===== src/rtl/weight_pkg.sv =====
// Shared types and default sizing for the weight loading path into the UltraRAM weight store.
// Latency: n/a (definitions only).
// Backpressure: n/a.
package weight_pkg;

  localparam int          IN_WIDTH          = 32;
  localparam int          WEIGHT_DATA_WIDTH = 64;
  localparam logic [31:0] WEIGHT_BASE_ADDR  = 32'h4000_0000;
  localparam int          KERNEL_NUM        = 1024;
  localparam int          BLOCK_RAM_NUM     = 8;

  typedef enum logic [1:0] {IDLE, LOAD} loader_state_t;

  typedef logic [$clog2(KERNEL_NUM):0] kcnt_t;

endpackage


===== src/rtl/weight_loader_beat_packer.sv =====
// Packs narrow stream beats into one wide word, first beat in the lowest lane.
// Latency: word_valid/word are combinational on the beat that completes the word.
// Backpressure: none; every in_valid beat is taken, flush drops any partial word.
module beat_packer #(
  parameter int IN_W  = 32,
  parameter int OUT_W = 64
) (
  input  logic             clk,
  input  logic             rst,
  input  logic             flush,
  input  logic             in_valid,
  input  logic [IN_W-1:0]  in_data,
  output logic             word_valid,
  output logic [OUT_W-1:0] word
);

  localparam int BEATS = OUT_W / IN_W;
  localparam int CW    = (BEATS > 1) ? $clog2(BEATS) : 1;

  logic [CW-1:0]    cnt;
  logic [OUT_W-1:0] acc;
  logic             last_beat;

  assign last_beat = (cnt == CW'(BEATS - 1));

  // Beat counter and lane accumulator; a flush or reset restarts at lane 0.
  always_ff @(posedge clk) begin
    if (rst || flush) begin
      cnt <= '0;
      acc <= '0;
    end else if (in_valid) begin
      acc[cnt*IN_W +: IN_W] <= in_data;
      cnt <= last_beat ? '0 : cnt + CW'(1);
    end
  end

  // Present the completed word, merging the current beat into its lane.
  always_comb begin
    word                  = acc;
    word[cnt*IN_W +: IN_W] = in_data;
    word_valid            = in_valid && last_beat;
  end

endmodule


===== src/rtl/weight_loader.sv =====
// Feeds the weight store: packs stream beats into words, one write per word, bank-rotated addressing.
// Latency: 1 cycle from the word-completing beat to wr_en.
// Backpressure: s_ready only while loading; the store never stalls, so there is no output stall path.
module weight_loader
  import weight_pkg::*;
#(
  parameter int          pIN_WIDTH          = IN_WIDTH,
  parameter int          pWEIGHT_DATA_WIDTH = WEIGHT_DATA_WIDTH,
  parameter logic [31:0] pWEIGHT_BASE_ADDR  = WEIGHT_BASE_ADDR,
  parameter int          pKERNEL_NUM        = KERNEL_NUM,
  parameter int          pBLOCK_RAM_NUM     = BLOCK_RAM_NUM
) (
  input  logic                          clk,
  input  logic                          rst,
  input  logic                          start,
  input  logic [$clog2(pKERNEL_NUM):0]  kernel_cnt,
  input  logic [pIN_WIDTH-1:0]          s_data,
  input  logic                          s_valid,
  input  logic                          s_last,
  output logic                          s_ready,
  output logic                          wr_en,
  output logic [31:0]                   weight_addr,
  output logic [pWEIGHT_DATA_WIDTH-1:0] weight_data,
  output logic                          busy,
  output logic                          done,
  output logic                          err
);

  localparam int KW = $clog2(pKERNEL_NUM) + 1;
  localparam int BW = (pBLOCK_RAM_NUM > 1) ? $clog2(pBLOCK_RAM_NUM) : 1;

  loader_state_t state, next_state;

  logic [KW-1:0] kcnt_q;
  logic [KW-1:0] kidx;
  logic [BW-1:0] bank;

  logic                          accept;
  logic                          start_ok;
  logic                          word_valid;
  logic [pWEIGHT_DATA_WIDTH-1:0] word;
  logic                          final_word;
  logic                          bad_last;
  logic                          do_write;
  logic                          finish;

  assign s_ready  = (state == LOAD);
  assign busy     = (state == LOAD);
  assign accept   = s_valid && s_ready;
  assign start_ok = (state == IDLE) && start;

  // The final word of a load is the last bank of the last requested kernel.
  assign final_word = (kidx == kcnt_q - KW'(1)) && (bank == BW'(pBLOCK_RAM_NUM - 1));
  // s_last is only legal on the beat that completes the final word.
  assign bad_last   = accept && s_last && !(word_valid && final_word);
  assign do_write   = word_valid && !bad_last;
  assign finish     = do_write && final_word;

  beat_packer #(
    .IN_W  (pIN_WIDTH),
    .OUT_W (pWEIGHT_DATA_WIDTH)
  ) u_packer (
    .clk        (clk),
    .rst        (rst),
    .flush      (bad_last || start_ok),
    .in_valid   (accept),
    .in_data    (s_data),
    .word_valid (word_valid),
    .word       (word)
  );

  // State register.
  always_ff @(posedge clk) begin
    if (rst) state <= IDLE;
    else     state <= next_state;
  end

  // Next state: load on a non-zero start, leave on the final write or a misplaced s_last.
  always_comb begin
    next_state = state;
    case (state)
      IDLE: if (start && kernel_cnt != '0) next_state = LOAD;
      LOAD: if (finish || bad_last)        next_state = IDLE;
      default:                             next_state = IDLE;
    endcase
  end

  // Write port, bank/kernel counters and status flags.
  always_ff @(posedge clk) begin
    if (rst) begin
      wr_en       <= 1'b0;
      weight_addr <= '0;
      weight_data <= '0;
      done        <= 1'b0;
      err         <= 1'b0;
      kcnt_q      <= '0;
      kidx        <= '0;
      bank        <= '0;
    end else begin
      wr_en <= do_write;
      done  <= finish || (start_ok && kernel_cnt == '0);
      if (do_write) begin
        weight_data <= word;
        weight_addr <= pWEIGHT_BASE_ADDR + 32'(kidx);
      end
      if (start_ok) begin
        kcnt_q <= kernel_cnt;
        kidx   <= '0;
        bank   <= '0;
        err    <= 1'b0;
      end else begin
        if (do_write) begin
          if (bank == BW'(pBLOCK_RAM_NUM - 1)) begin
            bank <= '0;
            kidx <= kidx + KW'(1);
          end else begin
            bank <= bank + BW'(1);
          end
        end
        if (bad_last) err <= 1'b1;
      end
    end
  end

endmodule


===== config.mk =====
export PLATFORM = sky130hd
export DESIGN_NAME = weight_loader
export DESIGN_NICKNAME = d
export VERILOG_FILES = /design/src/rtl/weight_pkg.sv /design/src/rtl/weight_loader_beat_packer.sv /design/src/rtl/weight_loader.sv
export SDC_FILE = /design/constraint.sdc
export NUM_CORES = 1
export LEC_CHECK = 0
export ABC_AREA = 1
export ABC_CLOCK_PERIOD_IN_PS = 2900
export BUFFER_PORTS_ARGS = -buffer_cell sky130_fd_sc_hd__buf_2
export CORE_MARGIN = 3
export CORE_UTILIZATION = 45
export DETAILED_ROUTE_END_ITERATION = 7
export PLACE_DENSITY = 0.68
export SYNTH_ARGS = -nofsm -noshare
export SYNTH_HDL_FRONTEND = slang
export SYNTH_SLANG_ARGS = --single-unit
export TNS_END_PERCENT = 20

===== constraint.sdc =====
create_clock -name clk -period 2.9 [get_ports clk]
set_input_delay 0.435 -clock clk [delete_from_list [all_inputs] [get_ports clk]]
set_output_delay 0.435 -clock clk [all_outputs]
set_load 0.05 [all_outputs]

## Word-level counts from Yosys, hierarchy flattened

Cells that the tools add are included.

- Register bits after elaboration: 191
- Bits of input ports: 48
- Logic and storage cells: 53

- Equality and inequality tests: 5
- Shifts and indexed selects: 2
- Reductions and logical operators: 23
- Add/subtract/negate cells: 6
- Mux-type cells: 6

Operators by type and width:

| operator | number |
|---|---|
| $bwmux 64 | 1 |
| $shift 32x34->64 const A | 1 |
| $shiftx 32x34->64 | 1 |
| $neg 6->34 | 1 |
| $add 31x11->32 const A | 1 |
| $add 11x1->11 const B | 1 |
| $eq 11x11->1 | 1 |
| $logic_and 1x1->1 | 11 |
| $logic_not 11->1 | 1 |
| $reduce_bool 11->1 | 1 |
| $sub 11x1->11 const B | 1 |
| $logic_or 1x1->1 | 4 |
| $mux 2 | 2 |
| $ne 2x1->1 const B | 2 |
| $pmux 2 s2 | 1 |
| $reduce_and 2->1 | 2 |
| $add 3x1->3 const B | 1 |
| $eq 3x3->1 const B | 1 |
| $mux 3 | 1 |
| $eq 2x1->1 const B | 1 |
| $logic_not 1->1 | 2 |
| $logic_not 2->1 | 1 |
| $reduce_or 2->1 | 1 |
| $add 1x1->1 const B | 1 |
| $mux 1 | 1 |

## Depth between registers and ports, before layout

Gate-level depths: netlist of run 1.

- Depth in word-level cells: 12
- Gate-level depth with buffers: 19
- Gate-level depth less buffers: 17

## By module

From an unflattened synthesis of run 1, not the netlist that was laid out.

- Cells, all modules: 1,188
- Area, all modules: 8,782.2 sq um

Modules (own cells, without submodules):

| module | times used | seq. area each (sq um) | cells each | area each (sq um) |
|---|---|---|---|---|
| weight_loader | 1 | 2,102.0 | 631 | 5,470.2 |
| beat_packer | 1 | 1,301.2 | 557 | 3,311.9 |

## Least setup slack after synthesis of run 1

OpenSTA, ideal clock, no wires.

- Path kind: register to register
- Start point: register state[0]
- End point: register weight_data[27]
- Slack: 592 ps
- Stages on the path, launching flop included: 18
- Data arrival time: 2,194 ps
- Cell sequence: dfxtp_1 > nand2_1 > nor2_4 > nand2_1 > nor2_1 > nand2_1 > nor2_1 > nand2_1 > nor2_1 > nand2_1 > nand2_2 > nand2_2 > inv_2 > buf_8 > buf_4 > nand2_1 > nand2_1 > nor2_1

- Word-level cells in the longest chain between the ends: 8
- Elaborated cells between the ends (all ways): 9
- Classes of those cells: eq/ne (1); reduce/logical (8)

Ends and longest elaborated chain:

| item | line | RTL |
|---|---|---|
| start, declared | weight_loader.sv:32 | `loader_state_t state, next_state;` |
| start signal, assigned | weight_loader.sv:75 | `else state <= next_state;` |
| $eq 2x1->1 (*) | weight_loader.sv:47 | `assign s_ready = (state == LOAD);` |
| $logic_and 1x1->1 (*) | weight_loader.sv:49 | `assign accept = s_valid && s_ready;` |
| $logic_and 1x1->1 | weight_loader_beat_packer.sv:41 | `word_valid = in_valid && last_beat;` |
| $logic_and 1x1->1 | weight_loader.sv:55 | `assign bad_last = accept && s_last && !(word_valid && final_word);` |
| $logic_not 1->1 | weight_loader.sv:55 |  |
| $logic_and 1x1->1 | weight_loader.sv:55 |  |
| $logic_not 1->1 | weight_loader.sv:56 | `assign do_write = word_valid && !bad_last;` |
| $logic_and 1x1->1 (*) | weight_loader.sv:56 |  |
| end signal, assigned | weight_loader.sv:103 | `weight_data <= word;` |
| end, declared | weight_loader.sv:23 | `output logic [pWEIGHT_DATA_WIDTH-1:0] weight_data,` |

Every way passes the cells marked *; elsewhere a longest branch is shown, timed or not.
A chain may end at the register's enable or synchronous reset.

## Worst setup path in the final report of run 1

- Start point: register kcnt_q[0]
- End point: register kidx[6]

- Word-level cells in the longest chain between the ends: 9

Ends and longest elaborated chain:

| item | line | RTL |
|---|---|---|
| start, declared | weight_loader.sv:34 | `logic [KW-1:0] kcnt_q;` |
| start signal, assigned | weight_loader.sv:107 | `kcnt_q <= kernel_cnt;` |
| $sub 11x1->11 | weight_loader.sv:53 | `assign final_word = (kidx == kcnt_q - KW'(1)) && (bank == BW'(pBLOCK_RAM_NUM - 1));` |
| $eq 11x11->1 | weight_loader.sv:53 |  |
| $logic_and 1x1->1 | weight_loader.sv:53 |  |
| $logic_and 1x1->1 | weight_loader.sv:55 |  |
| $logic_not 1->1 | weight_loader.sv:55 |  |
| $logic_and 1x1->1 | weight_loader.sv:55 |  |
| $logic_not 1->1 | weight_loader.sv:56 |  |
| $logic_and 1x1->1 | weight_loader.sv:56 |  |
| $reduce_and 2->1 (no source line) | n/a |  |
| end signal, assigned | weight_loader.sv:115 | `kidx <= kidx + KW'(1);` |
| end, declared | weight_loader.sv:35 | `logic [KW-1:0] kidx;` |

No other way between the ends.

==> results.sh, run 1 <==
export IMPL_nets=1164
export IMPL_finalHoldViolCount=0
export IMPL_cts_hold_buf=0
export IMPL_utilization=0.5403
export IMPL_antenna_cells=0
export IMPL_antenna_found_initial=2
export IMPL_cts_resized=0
export IMPL_mostFrequentLayoutCells="230 x nand2_1, 185 x nor2_1, 169 x dfxtp_1, 128 x buf_2, 64 x a211oi_1"
export IMPL_ys_ff_latch=170
export IMPL_area_growth_pct=15.24
export IMPL_synth_area_top_cells="dfxtp_1 45%, nand2_1 11%, nor2_1 9.1%, a211oi_1 6.3%, mux2i_1 4.2%"
export IMPL_slew_headroom=0.2731
export IMPL_r2r_slack_ps=350
export IMPL_p_leak_nw=3.560
export IMPL_drtIter0Drc=403
export IMPL_routedWlPerCell_um=13.55
export IMPL_layout_min_cycle_time_ps=2545
export IMPL_cts_buffers=17
export IMPL_clk_path_buf_depth=2
export IMPL_setup_viol=0
export IMPL_status="completed"
export IMPL_io_buffers=128
export IMPL_syn_area_um2=7610
export IMPL_setup_tns_ps=0
export IMPL_die_h_um=136.0
export IMPL_clock_sinks=170
export IMPL_ys_seq_area_frac=0.4472
export IMPL_final_common_cell="nand2_1"
export IMPL_totalWireLength_um=18180
export IMPL_use_met2=0.3206
export IMPL_fin_skew_ps=11.14
export IMPL_busiest_layer="met2"
export IMPL_yosysTopAreaCell="dfxtp_1"
export IMPL_post_cts_buffers=0
export IMPL_cts_tree="done"
export IMPL_cp_start_kind="register"
export IMPL_grt_pass1_wl_um=29670
export IMPL_gr_total_overflow=0
export IMPL_layout_setup_ws_ps=354.8
export IMPL_worstPathMaxFanout=15
export IMPL_fmax_mhz=392.9
export IMPL_clockRootBuffer="clkbuf_16"
export IMPL_pre_cts_ws_ps=383.0
export IMPL_cp_end_kind="register"
export IMPL_hp_class="in -> reg"
export IMPL_post_route_period_util=0.8776
export IMPL_crit_required_ps=3190
export IMPL_num_io_pins=149
export IMPL_synthCells=1018
export IMPL_grtUsageMet3=0.05033
export IMPL_grtUsageMet1=0.2611
export IMPL_die_x_um=136.0
export IMPL_rsz0062_at_grt="no"
export IMPL_ys_warn_count=0
export IMPL_cts_max_level=4
export IMPL_drv_cap=0
export IMPL_firstDrtPassIters=5
export IMPL_vias=6587
export IMPL_crit_arrival_ps=2840
export IMPL_maxSlewViolCount=0
export IMPL_path_clk_slew_ps=60
export IMPL_drc=0
export IMPL_gr_usage_all_layers=0.1986
export IMPL_grt_max_degree=98
export IMPL_place_gp_congestion=0.9202
export IMPL_die_area_um2=18510
export IMPL_vias_per_cell=4.912
export IMPL_dp_hpwl_um=12100
export IMPL_final_antenna_net_count=0
export IMPL_clock_latency_ps=430
export IMPL_power_density_nw_per_um2=583.2
export IMPL_crit_type="reg -> reg"
export IMPL_synth_top_cell_area_share=0.4472
export IMPL_synth_area_per_cell_um2=7.475
export IMPL_grt_pass1_vias=6076
export IMPL_yosysUniqueCellTypes=30
export IMPL_drive_gt1_frac=0.1636
export IMPL_num_rows=46
export IMPL_worst_pin_slew_ps=1090
export IMPL_core_region_area_um2=16230
export IMPL_ir_drop_v=0.0004298
export IMPL_initial_utilization=0.4689
[synthesized netlist by cell type]
cell	instances
o21ai_0	58
clkbuf_2	1
nor2_1	185
and3_1	2
xnor2_1	3
buf_8	1
a211oi_1	64
inv_2	3
buf_6	12
nor4_1	5
a21oi_1	56
clkbuf_1	28
nand4_1	12
inv_1	63
buf_1	2
xor2_1	11
nand3b_1	1
conb_1	1
nand3_1	20
nor2_4	1
buf_2	11
nor3_1	6
nand2_1	231
mux2i_1	32
ha_1	4
buf_4	30
dlygate4sd1_1	2
clkinv_1	1
nand2_2	2
dfxtp_1	170
[power breakdown]
part	internal [W]	switching (W)
Combinational	0.000143	0.000349
Sequential	0.00238	0.0000272
Clock	0.00127	0.000951
[metrics by stage]
stage | instance area [um2] | hold slack (ps) | total power (W) | cells
after floorplan | 7681 | 429.3 | 0.002848 | 1037
after global placement | 8197 | 441.7 | 0.002943 | 1309
after detailed placement | 8197 | 446.9 | 0.002948 | 1309
after CTS | 8770 | 191.9 | 0.005178 | 1341
after global routing | 8770 | 222.6 | 0.005333 | 1341
final | 8770 | 208.1 | 0.005115 | 1341
[final timing paths]
kind,from,end,depth (start not counted)
setup reg to reg,kcnt_q[0],kidx[6],16
hold / removal,rst,state[0],2
setup / recovery,kcnt_q[0],kidx[6],16
hold reg to reg,u_packer.acc[55],u_packer.acc[55],2
[logic make-up after synthesis]
logic type	count (synthesis)	synth area share
other cells	1	0.0004928
simple gates	465	0.2420
compound gates	178	0.1381
buf+inv	154	0.1074
fa+ha+maj	4	0.006577
flops	170	0.4472
mux	32	0.04209
xor+xnor	14	0.01611
[registers in the layout, summed over array words and instances (netlist names)]
signal and flops:
bank 3, done 1, err 1, kcnt_q 11, kidx 11, state 1, u_packer.acc 64, u_packer.cnt 1
weight_addr 12, weight_data 64, wr_en 1
[layer usage]
metal | vias to the layer above | routed length, um | part of all wire
li1 | 3450 | - | -
met1 | 2956 | 8443 | 0.46
met2 | 157 | 8490 | 0.47
met3 | 20 | 954 | 0.052
met4 | 4 | 265 | 0.015
met5 | - | 21 | 0.0012
[worst max-delay path: stages (launching register included)]
cell and delay, ps:
dfxtp_1 330, inv_1 110, ha_1 270, nand2_1 80, nor2_1 180, nand2_1 80, nand2_1 70, nand2_1 40
nor2_1 140, nand2_1 70, nor2_1 90, nand2_1 70, nand2_2 80, buf_4 210, nand3_1 360, nand2_1 170
a21oi_1 70
[final cells by class]
cell class | instances | area [um2]
multi-input combinational | 713 | 3463
sequential | 170 | 3407
timing repair buffer | 143 | 803.3
clock inverter | 11 | 92.59
tap | 216 | 270.3
fill | 1609 | 7461
clock buffer | 21 | 480.5
inverter | 67 | 252.7
Power figures use the tool's default switching activity.
==> inputs of run 2 (changes only) <==
Settings changed: ABC_CLOCK_PERIOD_IN_PS 2900 to default, GPL_TIMING_DRIVEN from default to 0.
==> results.sh, run 2 (synthesized netlist as in run 1, its figures left out) <==
export IMPL_status="completed"
export IMPL_endpoint="weight_data[30]"
export IMPL_worstPathMaxFanout=10
export IMPL_place_gp_congestion=0.8927
export IMPL_final_common_cell="nand2_1"
export IMPL_setup_viol=0
export IMPL_totalWireLength_um=20170
export IMPL_io_buffers=128
export IMPL_gr_total_overflow=0
export IMPL_num_rows=46
export IMPL_nets=1236
export IMPL_crit_required_ps=3220
export IMPL_maxSlewViolCount=0
export IMPL_num_io_pins=149
export IMPL_drtIter0Drc=468
export IMPL_post_cts_buffers=0
export IMPL_drv_cap=0
export IMPL_cp_slowest_cell="dfxtp_1"
export IMPL_final_area_um2=9203
export IMPL_antenna_cells=0
export IMPL_r2r_cells=19
export IMPL_dp_hpwl_um=14790
export IMPL_cts_hold_buf=0
export IMPL_multi_input_area_um2=3463
export IMPL_fin_hold_ws_ps=309.7
export IMPL_crit_chain="ha_1, ha_1, inv_1, a21oi_1, nand2_1, nor2_1, nand2_1, nor2_1, nand2_1, nor2_1, nand2_1, nand2_2, nand2_2, inv_2, buf_8, buf_4, nand2_1, nand2_1, nor2_1"
export IMPL_p_clk_frac=0.445
export IMPL_power_frac_comb=0.102
export IMPL_post_route_period_util=0.8935
export IMPL_core_region_area_um2=16230
export IMPL_crit_arrival_ps=2910
export IMPL_hp_class="in -> reg"
export IMPL_intPower_w=0.003981
export IMPL_power_density_nw_per_um2=576.8
export IMPL_vias_per_cell=4.953
export IMPL_cp_end_kind="register"
export IMPL_p_leak_nw=3.839
export IMPL_r2r_start="bank[0]"
export IMPL_p_sw_frac=0.2500
export IMPL_crit_start="bank[0]"
export IMPL_path_clk_slew_ps=70
export IMPL_cts_buffers=17
export IMPL_ir_drop_v=0.0004412
export IMPL_finalHoldViolCount=0
export IMPL_worst_pin_slew_ps=592.8
export IMPL_n_fill_cell=1603
export IMPL_grt_pass1_vias=6465
export IMPL_clk_path_buf_depth=2
export IMPL_pre_cts_ws_ps=369.2
export IMPL_switching_power_w=0.001327
export IMPL_r2r_end="weight_data[30]"
export IMPL_grt_max_degree=17
export IMPL_cts_resized=0
export IMPL_drive_gt1_frac=0.1846
export IMPL_firstDrtPassIters=7
export IMPL_antenna_found_initial=1
export IMPL_routedWlPerCell_um=14.27
export IMPL_crit_path_frequent_cell="nand2_1"
export IMPL_crit_type="reg -> reg"
export IMPL_slew_headroom=0.6048
export IMPL_max_stage_delay_ps=350
export IMPL_initial_utilization=0.4689
export IMPL_clock_latency_ps=440
export IMPL_grt_pass1_wl_um=32620
export IMPL_place_area_um2=8592
export IMPL_rsz0062_at_grt="no"
export IMPL_cts_tree="done"
export IMPL_setup_tns_ps=0
export IMPL_vias=6998
export IMPL_area_growth_pct=20.93
export IMPL_cp_start_kind="register"
export IMPL_cts_max_level=4
export IMPL_die_area_um2=18510
export IMPL_utilization=0.5670
export IMPL_r2r_slack_ps=310
export IMPL_fmax_mhz=385.9
export IMPL_top_regs="u_packer.acc x64, weight_data x64, weight_addr x12"
export IMPL_clock_sinks=170
export IMPL_mostFrequentLayoutCells="231 x nand2_1, 185 x nor2_1, 170 x dfxtp_1, 139 x buf_2, 64 x a211oi_1"
export IMPL_fin_skew_ps=23.10
export IMPL_pwr_share_seq=0.453
export IMPL_die_x_um=136.0
export IMPL_gr_usage_all_layers=0.2207
export IMPL_layout_setup_ws_ps=308.7
export IMPL_clockRootBuffer="clkbuf_16"
export IMPL_die_h_um=136.0
export IMPL_layout_min_cycle_time_ps=2591
export IMPL_register_area_um2=3403
export IMPL_final_antenna_net_count=0
export IMPL_drc=0
[run 2: cell count changes in the layout (fill, tap and decap cells not counted), sizes merged]
cell	change
buf	+41
clkbuf	+26
bufinv	+3
clkinv	+2
dlygate4sd1	+2
clkinvlp	-1
inv	-1
[run 2: per-stage QoR]
step	power (W)	cells
after floorplan	0.002848	1037
after global placement	0.002987	1381
after detailed placement	0.002993	1381
after CTS	0.005339	1413
after global routing	0.005492	1413
final	0.005308	1413
[run 2: worst max-delay path: cells and delay by family (launching register included)]
family | cells | cell delay, ps
AO/OA/AOI/OAI | 1 | 110
buffers and inverters | 4 | 530
AND/OR/NAND/NOR | 12 | 1090
adder cells (fa/ha/maj) | 2 | 410
flip-flops | 1 | 350
[run 2: worst min path at each step]
stage	end	depth (start not counted)	slack, ps	from
after global routing	kcnt_q[5]	3	310	kernel_cnt[5]
after detailed placement	u_packer.acc[61]	2	450	u_packer.acc[61]
after global placement	u_packer.acc[62]	2	440	u_packer.acc[62]
after floorplan	u_packer.acc[54]	2	430	u_packer.acc[54]
after CTS	kcnt_q[9]	3	300	kernel_cnt[9]
final	u_packer.acc[46]	3	310	s_data[14]
[run 2: final cells by class]
type | instances | area share
plain buffers | 87 | 0.06145
clock buffers | 18 | 0.04663
clock inverters | 14 | 0.01944
inverters | 67 | 0.02733
multi-input cells | 713 | 0.3763
flip-flops and latches | 170 | 0.3698
well taps | 216 | 0.02937
repair buffers | 128 | 0.06961
[run 2: per-layer routing]
layer,vias to the layer above,track usage,part of all wire
met5,-,0,0.00079
met4,2,0.06047,0.012
met3,22,0.04108,0.050
met2,199,0.3575,0.47
met1,3180,0.3028,0.47
li1,3595,-,-
[run 2: power groups by stage]
stage	registers, W	logic [W]	clock network, W
2_1_floorplan	0.00248	0.000372	0
6_report	0.00240	0.000544	0.00236
4_1_cts	0.00240	0.000542	0.00239
3_3_place_gp	0.00245	0.000534	0
5_1_grt	0.00241	0.000604	0.00248
3_5_place_dp	0.00245	0.000539	0
==> inputs of run 3 (changes only) <==
Settings changed: CELL_PAD_IN_SITES_DETAIL_PLACEMENT from default to 2, CELL_PAD_IN_SITES_GLOBAL_PLACEMENT from default to 2, CORE_UTILIZATION 45 to 32, CTS_BUF_LIST from default to sky130_fd_sc_hd__clkbuf_4 sky130_fd_sc_hd__clkbuf_8, PLACE_DENSITY 0.68 to 0.82.
==> results.sh, run 3 (synthesized netlist as in run 1, its figures left out) <==
export IMPL_hp_class="in -> reg"
export IMPL_cts_max_level=4
export IMPL_clock_sinks=170
export IMPL_cts_buffers=17
export IMPL_fin_hold_ws_ps=264.8
export IMPL_drive_gt1_frac=0.1888
export IMPL_routedWlPerCell_um=17.66
export IMPL_place_gp_congestion=0.8193
export IMPL_vias_per_cell=4.875
export IMPL_pwr_share_seq=0.506
export IMPL_fin_skew_ps=19.63
export IMPL_firstDrtPassIters=4
export IMPL_core_region_area_um2=22980
export IMPL_cp_end_kind="register"
export IMPL_cts_hold_buf=0
export IMPL_p_sw_frac=0.2911
export IMPL_nets=1236
export IMPL_num_io_pins=149
export IMPL_vias=7362
export IMPL_pre_cts_ws_ps=124.8
export IMPL_p_leak_nw=3.732
export IMPL_drv_cap=0
export IMPL_crit_type="reg -> reg"
export IMPL_slew_headroom=0.5714
export IMPL_maxSlewViolCount=0
export IMPL_mostFrequentLayoutCells="231 x nand2_1, 183 x nor2_1, 169 x dfxtp_1, 139 x buf_2, 64 x a211oi_1"
export IMPL_grt_pass1_wl_um=43680
export IMPL_ir_drop_v=0.0002209
export IMPL_worst_pin_slew_ps=642.9
export IMPL_power_density_nw_per_um2=519.9
export IMPL_area_growth_pct=20.03
export IMPL_cts_tree="done"
export IMPL_gr_total_overflow=0
export IMPL_io_buffers=128
export IMPL_initial_utilization=0.3311
export IMPL_grt_max_degree=17
export IMPL_totalWireLength_um=26670
export IMPL_crit_arrival_ps=2910
export IMPL_final_common_cell="nand2_1"
export IMPL_gr_usage_all_layers=0.2105
export IMPL_num_rows=55
export IMPL_p_clk_frac=0.371
export IMPL_clock_latency_ps=470
export IMPL_die_x_um=160.2
export IMPL_post_route_period_util=0.8828
export IMPL_layout_min_cycle_time_ps=2560
export IMPL_clk_path_buf_depth=2
export IMPL_drtIter0Drc=341
export IMPL_n_fill_cell=2791
export IMPL_worstPathMaxFanout=10
export IMPL_die_area_um2=25670
export IMPL_antenna_cells=0
export IMPL_cp_start_kind="register"
export IMPL_layout_setup_ws_ps=340.0
export IMPL_antenna_found_initial=2
export IMPL_clockRootBuffer="clkbuf_8"
export IMPL_die_h_um=160.2
export IMPL_drc=0
export IMPL_top_regs="u_packer.acc x64, weight_data x64, weight_addr x12"
export IMPL_switching_power_w=0.001382
export IMPL_path_clk_slew_ps=100
export IMPL_power_frac_comb=0.123
export IMPL_crit_required_ps=3250
export IMPL_grt_pass1_vias=8226
export IMPL_setup_viol=0
export IMPL_dp_hpwl_um=19870
export IMPL_finalHoldViolCount=0
export IMPL_intPower_w=0.003367
export IMPL_fmax_mhz=390.6
export IMPL_status="completed"
export IMPL_setup_tns_ps=0
export IMPL_rsz0062_at_grt="no"
export IMPL_final_antenna_net_count=0
-- run 3: metrics by stage --
stage / util / cell area (um2) / power (W) / instances
after floorplan: - / 7681 / 0.002848 / 1037
after global placement: 0.3791 / 8713 / 0.003008 / 1478
after detailed placement: 0.3791 / 8713 / 0.003031 / 1478
after CTS: 0.3966 / 9115 / 0.004797 / 1510
after global routing: 0.3974 / 9134 / 0.004963 / 1510
final: 0.3974 / 9134 / 0.004749 / 1510
-- run 3: final timing paths --
path                 startpoint          endpoint  slack, ps  depth (start not counted)
hold / removal    kernel_cnt[9]         kcnt_q[9]        260                          3
hold reg to reg             err               err        460                          2
setup reg to reg      kcnt_q[0]  u_packer.acc[28]        340                         16
setup / recovery      kcnt_q[0]  u_packer.acc[28]        340                         16
-- run 3: area by class of cell --
class	count	area, um2	share of cell area
Multi-Input combinational cell	713	3471	0.3800
Inverter	67	251.5	0.02753
Sequential cell	170	3405	0.3727
Tap cell	313	391.6	0.04288
Clock inverter	12	138.9	0.01521
Buffer	87	573.1	0.06274
Clock buffer	20	262.8	0.02877
Timing Repair Buffer	128	640.6	0.07014
-- run 3: timing repair --
| item | CTS | global route |
|---|---|---|
| setup endpoints to repair | 0 | 149 |
| buffers inserted | 0 | 0 |
| resized for setup | 0 | 8 |
-- run 3: critical path: stages (launching register included) --
cell      delay, ps
dfxtp_2         350
inv_1           130
ha_2            260
nand2_1          80
nor2_2          150
nand2_1          70
nand2_1          80
nand2_1          60
nor2_2          130
nand2_1          80
nor2_1          100
nand2_1          70
nand2_2         140
nand2_1         110
buf_6           180
buf_6           150
a211oi_1        290
-- run 3: power groups by stage --
stage	clock network, W	registers [W]	logic [W]
after detailed placement	0	0.00246	0.000573
final	0.00176	0.00240	0.000585
after global placement	0	0.00245	0.000554
after CTS	0.00181	0.00240	0.000586
after global routing	0.00191	0.00241	0.000647
after floorplan	0	0.00248	0.000372
-- run 3: metal layers --
metal,GRT usage,up-vias,routed length [um]
met5,0,-,26
met4,0.05917,4,517
met3,0.04150,35,963
met2,0.3806,134,13420
met1,0.2533,3590,11740
li1,-,3599,-
